### src/rtl/hv_adc_cond.sv
// ADC result conditioning for the HV core: per channel ready synchronisation,
// sample capture, 1/2/4/8-sample box-car averaging and a sticky missing-conversion flag.

module hv_adc_cond_ch #(
    parameter int DW          = 10,
    parameter int TIMEOUT_CYC = 4096,
    parameter int TO_W        = 13
) (
    input  logic          i_clk,
    input  logic          i_rst,
    input  logic          i_en,
    input  logic [1:0]    i_avg_sel,
    input  logic          i_timeout_clr,
    input  logic [DW-1:0] i_raw_data,
    input  logic          i_raw_ready,
    output logic [DW-1:0] o_data,
    output logic          o_ready,
    output logic          o_timeout
);

    typedef enum logic {
        ST_DIS = 1'b0,
        ST_RUN = 1'b1
    } state_t;

    localparam logic [TO_W-1:0] TO_MAX  = TO_W'(TIMEOUT_CYC);
    localparam logic [TO_W-1:0] TO_LAST = TO_W'(TIMEOUT_CYC - 1);

    state_t          state_q, state_d;
    logic            s1_q, s2_q, s3_q;
    logic [1:0]      avg_sel_q;
    logic [DW+2:0]   acc_q, acc_d;
    logic [3:0]      cnt_q, cnt_d;
    logic [DW-1:0]   data_q, data_d;
    logic            ready_q, ready_d;
    logic [TO_W-1:0] to_q, to_d;
    logic            flag_q, flag_d;

    logic            run;
    logic            cap;
    logic            sel_chg;
    logic            last;
    logic            to_set;
    logic [DW+2:0]   sum;

    // Raw ready is an asynchronous level; s3 only serves edge detection.
    always_ff @(posedge i_clk) begin
        if (i_rst) begin
            s1_q <= 1'b0;
            s2_q <= 1'b0;
            s3_q <= 1'b0;
        end else begin
            s1_q <= i_raw_ready;
            s2_q <= s1_q;
            s3_q <= s2_q;
        end
    end

    always_ff @(posedge i_clk) begin
        if (i_rst) begin
            state_q <= ST_DIS;
        end else begin
            state_q <= state_d;
        end
    end

    always_comb begin
        state_d = state_q;
        case (state_q)
            ST_DIS:  if (i_en)  state_d = ST_RUN;
            ST_RUN:  if (!i_en) state_d = ST_DIS;
            default: state_d = ST_DIS;
        endcase
    end

    // A capture landing on the disabling edge must be dropped, hence the i_en term.
    always_comb begin
        run = (state_q == ST_RUN) && i_en;
    end

    assign cap     = s2_q & ~s3_q;
    assign sel_chg = (i_avg_sel != avg_sel_q);
    assign last    = ((cnt_q + 4'd1) == (4'd1 << avg_sel_q));
    assign sum     = acc_q + {3'b000, i_raw_data};

    always_comb begin
        acc_d   = acc_q;
        cnt_d   = cnt_q;
        data_d  = data_q;
        ready_d = 1'b0;
        if (!run || sel_chg) begin
            acc_d = '0;
            cnt_d = '0;
        end else if (cap) begin
            if (last) begin
                data_d  = DW'(sum >> avg_sel_q);
                ready_d = 1'b1;
                acc_d   = '0;
                cnt_d   = '0;
            end else begin
                acc_d = sum;
                cnt_d = cnt_q + 4'd1;
            end
        end
    end

    // The flag sets only on the edge the counter reaches its limit, not while saturated.
    always_comb begin
        to_d   = to_q;
        to_set = 1'b0;
        if (!run || cap) begin
            to_d = '0;
        end else if (to_q != TO_MAX) begin
            to_d   = to_q + 1'b1;
            to_set = (to_q == TO_LAST);
        end
        if (to_set) begin
            flag_d = 1'b1;
        end else if (i_timeout_clr) begin
            flag_d = 1'b0;
        end else begin
            flag_d = flag_q;
        end
    end

    always_ff @(posedge i_clk) begin
        if (i_rst) begin
            avg_sel_q <= 2'd0;
            acc_q     <= '0;
            cnt_q     <= '0;
            data_q    <= '0;
            ready_q   <= 1'b0;
            to_q      <= '0;
            flag_q    <= 1'b0;
        end else begin
            avg_sel_q <= i_avg_sel;
            acc_q     <= acc_d;
            cnt_q     <= cnt_d;
            data_q    <= data_d;
            ready_q   <= ready_d;
            to_q      <= to_d;
            flag_q    <= flag_d;
        end
    end

    assign o_data    = data_q;
    assign o_ready   = ready_q;
    assign o_timeout = flag_q;

endmodule

module hv_adc_cond #(
    parameter int DW          = 10,
    parameter int TIMEOUT_CYC = 4096,
    parameter int TO_W        = 13
) (
    input  logic          i_clk,
    input  logic          i_rst,
    input  logic          i_adc_en,
    input  logic [1:0]    i_avg_sel,
    input  logic          i_timeout_clr,
    input  logic [DW-1:0] i_adc_raw_data1,
    input  logic          i_adc_raw_ready1,
    input  logic [DW-1:0] i_adc_raw_data2,
    input  logic          i_adc_raw_ready2,
    output logic [DW-1:0] o_adc_data1,
    output logic          o_adc_ready1,
    output logic [DW-1:0] o_adc_data2,
    output logic          o_adc_ready2,
    output logic          o_adc_timeout1,
    output logic          o_adc_timeout2
);

    hv_adc_cond_ch #(.DW(DW), .TIMEOUT_CYC(TIMEOUT_CYC), .TO_W(TO_W)) u_ch1 (
        .i_clk         (i_clk),
        .i_rst         (i_rst),
        .i_en          (i_adc_en),
        .i_avg_sel     (i_avg_sel),
        .i_timeout_clr (i_timeout_clr),
        .i_raw_data    (i_adc_raw_data1),
        .i_raw_ready   (i_adc_raw_ready1),
        .o_data        (o_adc_data1),
        .o_ready       (o_adc_ready1),
        .o_timeout     (o_adc_timeout1)
    );

    hv_adc_cond_ch #(.DW(DW), .TIMEOUT_CYC(TIMEOUT_CYC), .TO_W(TO_W)) u_ch2 (
        .i_clk         (i_clk),
        .i_rst         (i_rst),
        .i_en          (i_adc_en),
        .i_avg_sel     (i_avg_sel),
        .i_timeout_clr (i_timeout_clr),
        .i_raw_data    (i_adc_raw_data2),
        .i_raw_ready   (i_adc_raw_ready2),
        .o_data        (o_adc_data2),
        .o_ready       (o_adc_ready2),
        .o_timeout     (o_adc_timeout2)
    );

endmodule

### config.mk
export PLATFORM = sky130hd
export DESIGN_NAME = hv_adc_cond
export DESIGN_NICKNAME = d
export VERILOG_FILES = /design/src/rtl/hv_adc_cond.sv
export SDC_FILE = /design/constraint.sdc
export NUM_CORES = 1
export LEC_CHECK = 0
export ABC_AREA = 0
export CAP_MARGIN = 0
export CORE_MARGIN = 1.5
export CORE_UTILIZATION = 60
export DETAILED_ROUTE_END_ITERATION = 8
export DONT_BUFFER_PORTS = 1
export GPL_TIMING_DRIVEN = 0
export HOLD_SLACK_MARGIN = 0.02
export PLACE_DENSITY = 0.85
export RECOVER_POWER = 100
export SLEW_MARGIN = 20
export SYNTH_ARGS = -nofsm -noshare
export SYNTH_HDL_FRONTEND = slang
export SYNTH_SLANG_ARGS = --single-unit
### constraint.sdc
create_clock -name i_clk -period 3.14 [get_ports i_clk]
set_input_delay 0.157 -clock i_clk [delete_from_list [all_inputs] [get_ports i_clk]]
set_output_delay 0.157 -clock i_clk [all_outputs]
set_load 0.05 [all_outputs]
==> results.cfg <==
[synthesis]
yosys.area.top_type = dfxtp_1
ys_warn_count = 0
synth_top_area_share_pct = 33.76
syn_area_per_cell_sq_um = 8.133
syn_nets = 734
ys_ff_latch = 93
ys_top_cells_by_area = dfxtp_1 (34%), ha_1 (5.9%), nor2_1 (5.2%)
ys_types = 60
syn_inst = 678
synth-edff-count = 0
synth.cell_area_sq_mm = 0.005514
synth_async_sr_flop_share_pct = 0
ys_seq_area_share_pct = 33.76
synth_ff_type = dfxtp_1

[power]
power_density_mw_per_mm2 = 371.4
pwr-share-clk_pct = 35.8
p_leak_uw = 0.002099
switching_share_pct = 28.32
switchingPower_uw = 619.6
ir_drop_v = 0.0003220
total_power_uw = 2188
seqPwrFrac_pct = 54.5
pwr-share-comb_pct = 9.7
intPower_uw = 1568

[routing]
firstDrtPassIters = 9
wire_per_inst_microns = 17.27
vias_per_cell = 6.392
ant_nets = 0
wl_microns = 13940
first_iter_violations = 409
drc = 3
route.vias.total = 5158

[clocking]
clk_path_buf_depth = 2
cts_resized = 0
clkSinkCount = 93
clock_latency_ns = 0.38
cts_tree = built
clkTransAtPathRegs_ns = 0.10
cts_max_level = 3
root_buffer = clkbuf_8
cts_inserted_buffers = 9

[sta]
clock.fmax_mhz = 343.3
tightest_slew_ns = 0.8146
rsz0062_at_grt = no
hold_viol = 0
finalSetupTns_ns = 0
setup_viol = 0
clock_skew_ns = 0.01536
fin_crit_ns = 2.913
maxSlewViolCount = 0
min_period_over_period_pct = 92.77
maxSlewHeadroom_pct = 45.12

[flow_run]
max-cap-violations = 0

[worst_setup_path]
path_class = flop to flop
cp.arrival_ns = 3.16
crit_start = u_ch2.acc_q[0]
critPathLaunchType = flop
r2r_start = u_ch2.acc_q[0]
crit_required_ns = 3.39
end_kind = flop
critPathMaxFanout = 6

[floorplanning]
rows = 34
die-area_sq_mm = 0.009774
ioPinCount = 52
start_util_pct = 62.62
core_sq_mm = 0.008806
die_x_microns = 98.87
fp.dieH_microns = 98.87

[finish]
fin_nets = 750
drive_above_1_share_pct = 5.579
postLayoutCellArea_sq_mm = 0.005891
final_common_cell = dfxtp_1
finalNonFillerCells = 807
final_cell_mix = dfxtp_1 (93), nor2_1 (76), nand2_1 (69), a21oi_1 (53), nand3_1 (51)
area_growth_syn_to_layout_pct = 6.830
antenna_cells = 0
fin_util_pct = 66.89

[global_route]
antenna_found_initial = 0
grt_pass1_vias = 4896
track_usage_pct = 29.38
grt_first_pass_wirelength_microns = 23360
grt_max_degree = 19
grt_overflow = 0

[placed_design]
dp_hpwl_microns = 10340
place_inst = 786
placed_area_sq_mm = 0.005649
port_buffers = 0
gp_congestion = 0.9065

[status]
status = finished with violations
failed_checks = DRC

[min_path]
min_path_type = input port to flop
hp-start = i_rst
[per-stage QoR]
step           hold slack [ns]  setup slack [ns]
2_1_floorplan           0.2852            0.5697
3_3_place_gp            0.2894            0.3883
3_5_place_dp            0.2953            0.3692
4_1_cts                0.02406            0.3161
5_1_grt                0.03840           0.01488
6_report               0.03358            0.2272
[critical path, stage by stage (launching register included)]
cell	delay, ns
dfxtp_1	0.32
ha_1	0.22
fa_1	0.44
a211oi_1	0.36
nor3_1	0.17
o21ai_0	0.41
a21oi_1	0.28
xor2_1	0.22
a22oi_1	0.27
a21oi_1	0.10
[layout make-up]
| type | instances | area (sq um) |
|---|---|---|
| Buffer | 33 | 127.6 |
| Clock buffer | 9 | 123.9 |
| Clock inverter | 7 | 68.82 |
| Fill cell | 739 | 2915 |
| Inverter | 17 | 63.81 |
| Multi-Input combinational cell | 535 | 3460 |
| Sequential cell | 93 | 1862 |
| Tap cell | 108 | 135.1 |
| Timing Repair Buffer | 5 | 50.05 |
[logic make-up (layout without fill, tap and decap cells)]
| kind of cell | Yosys count | after routing | share of synthesized area (%) |
|---|---|---|---|
| buffers and inverters | 50 | 71 | 3.494 |
| XOR/XNOR | 44 | 44 | 6.989 |
| AND/OR/NAND/NOR | 279 | 279 | 24.23 |
| multiplexers | 29 | 29 | 6.785 |
| flip-flops | 93 | 93 | 33.76 |
| AO/OA/AOI/OAI | 155 | 155 | 18.11 |
| adder cells (fa/ha/maj) | 28 | 28 | 6.626 |
[timing repair]
| action | in CTS | in global routing |
|---|---|---|
| hold endpoints to repair | 5 | 0 |
| setup endpoints to repair | 0 | 0 |
| hold buffers | 5 | 0 |
| buffers inserted | 0 | 0 |
[registers in the layout, summed over array words and instances (netlist names), 2 cells and up]
signal,flops
u_ch1.o_data,10
u_ch1.cnt_q,4
u_ch1.avg_sel_q,2
u_ch1.to_q,13
u_ch2.cnt_q,4
u_ch2.o_data,10
u_ch2.to_q,13
u_ch2.acc_q,13
u_ch1.acc_q,13
[power groups by stage]
stage	clock network (uW)	logic, uW	registers, uW
6_report	783	213	1190
5_1_grt	845	230	1190
4_1_cts	793	207	1190
3_5_place_dp	0	200	1220
3_3_place_gp	0	195	1220
2_1_floorplan	0	152	1220
[cells in the mapped netlist, types with 4 or more instances]
library cell,number
or4_1,4
buf_1,5
nor2_1,76
nand3_1,51
a211oi_1,13
mux2_2,7
clkbuf_1,24
nor2b_1,19
nand2b_1,4
a31oi_1,8
dfxtp_1,93
xor2_1,21
nand4_1,5
nor4b_1,5
mux2i_1,16
buf_2,4
a22oi_1,7
nor3_1,16
or3_1,7
a21o_1,7
nand3b_1,4
a211o_1,4
a21oi_1,53
o211ai_1,6
o21ai_0,22
mux4_2,6
o31ai_1,5
inv_1,15
ha_1,26
xnor2_1,23
o21bai_1,7
nand2_1,69
nor4_1,5
and2_1,4
[layer usage]
layer	GRT usage, %	routed length, microns	vias to the layer above
met4	11.10	334	0
li1	-	-	2474
met1	38.02	6050	2436
met5	0	0	-
met3	6.738	952	38
met2	47.85	6599	210
[path summary, 6_finish.rpt]
check,endpoint,slack [ns],cells after the start
worst max register to register,u_ch2.o_data[9],0.23,9
worst min register to register,u_ch2.s2_q,0.44,1
worst min-delay path,u_ch2.o_data[7],0.03,3
worst max-delay path,u_ch2.o_data[9],0.23,9
Note: power is estimated with default switching activity, not from simulation.
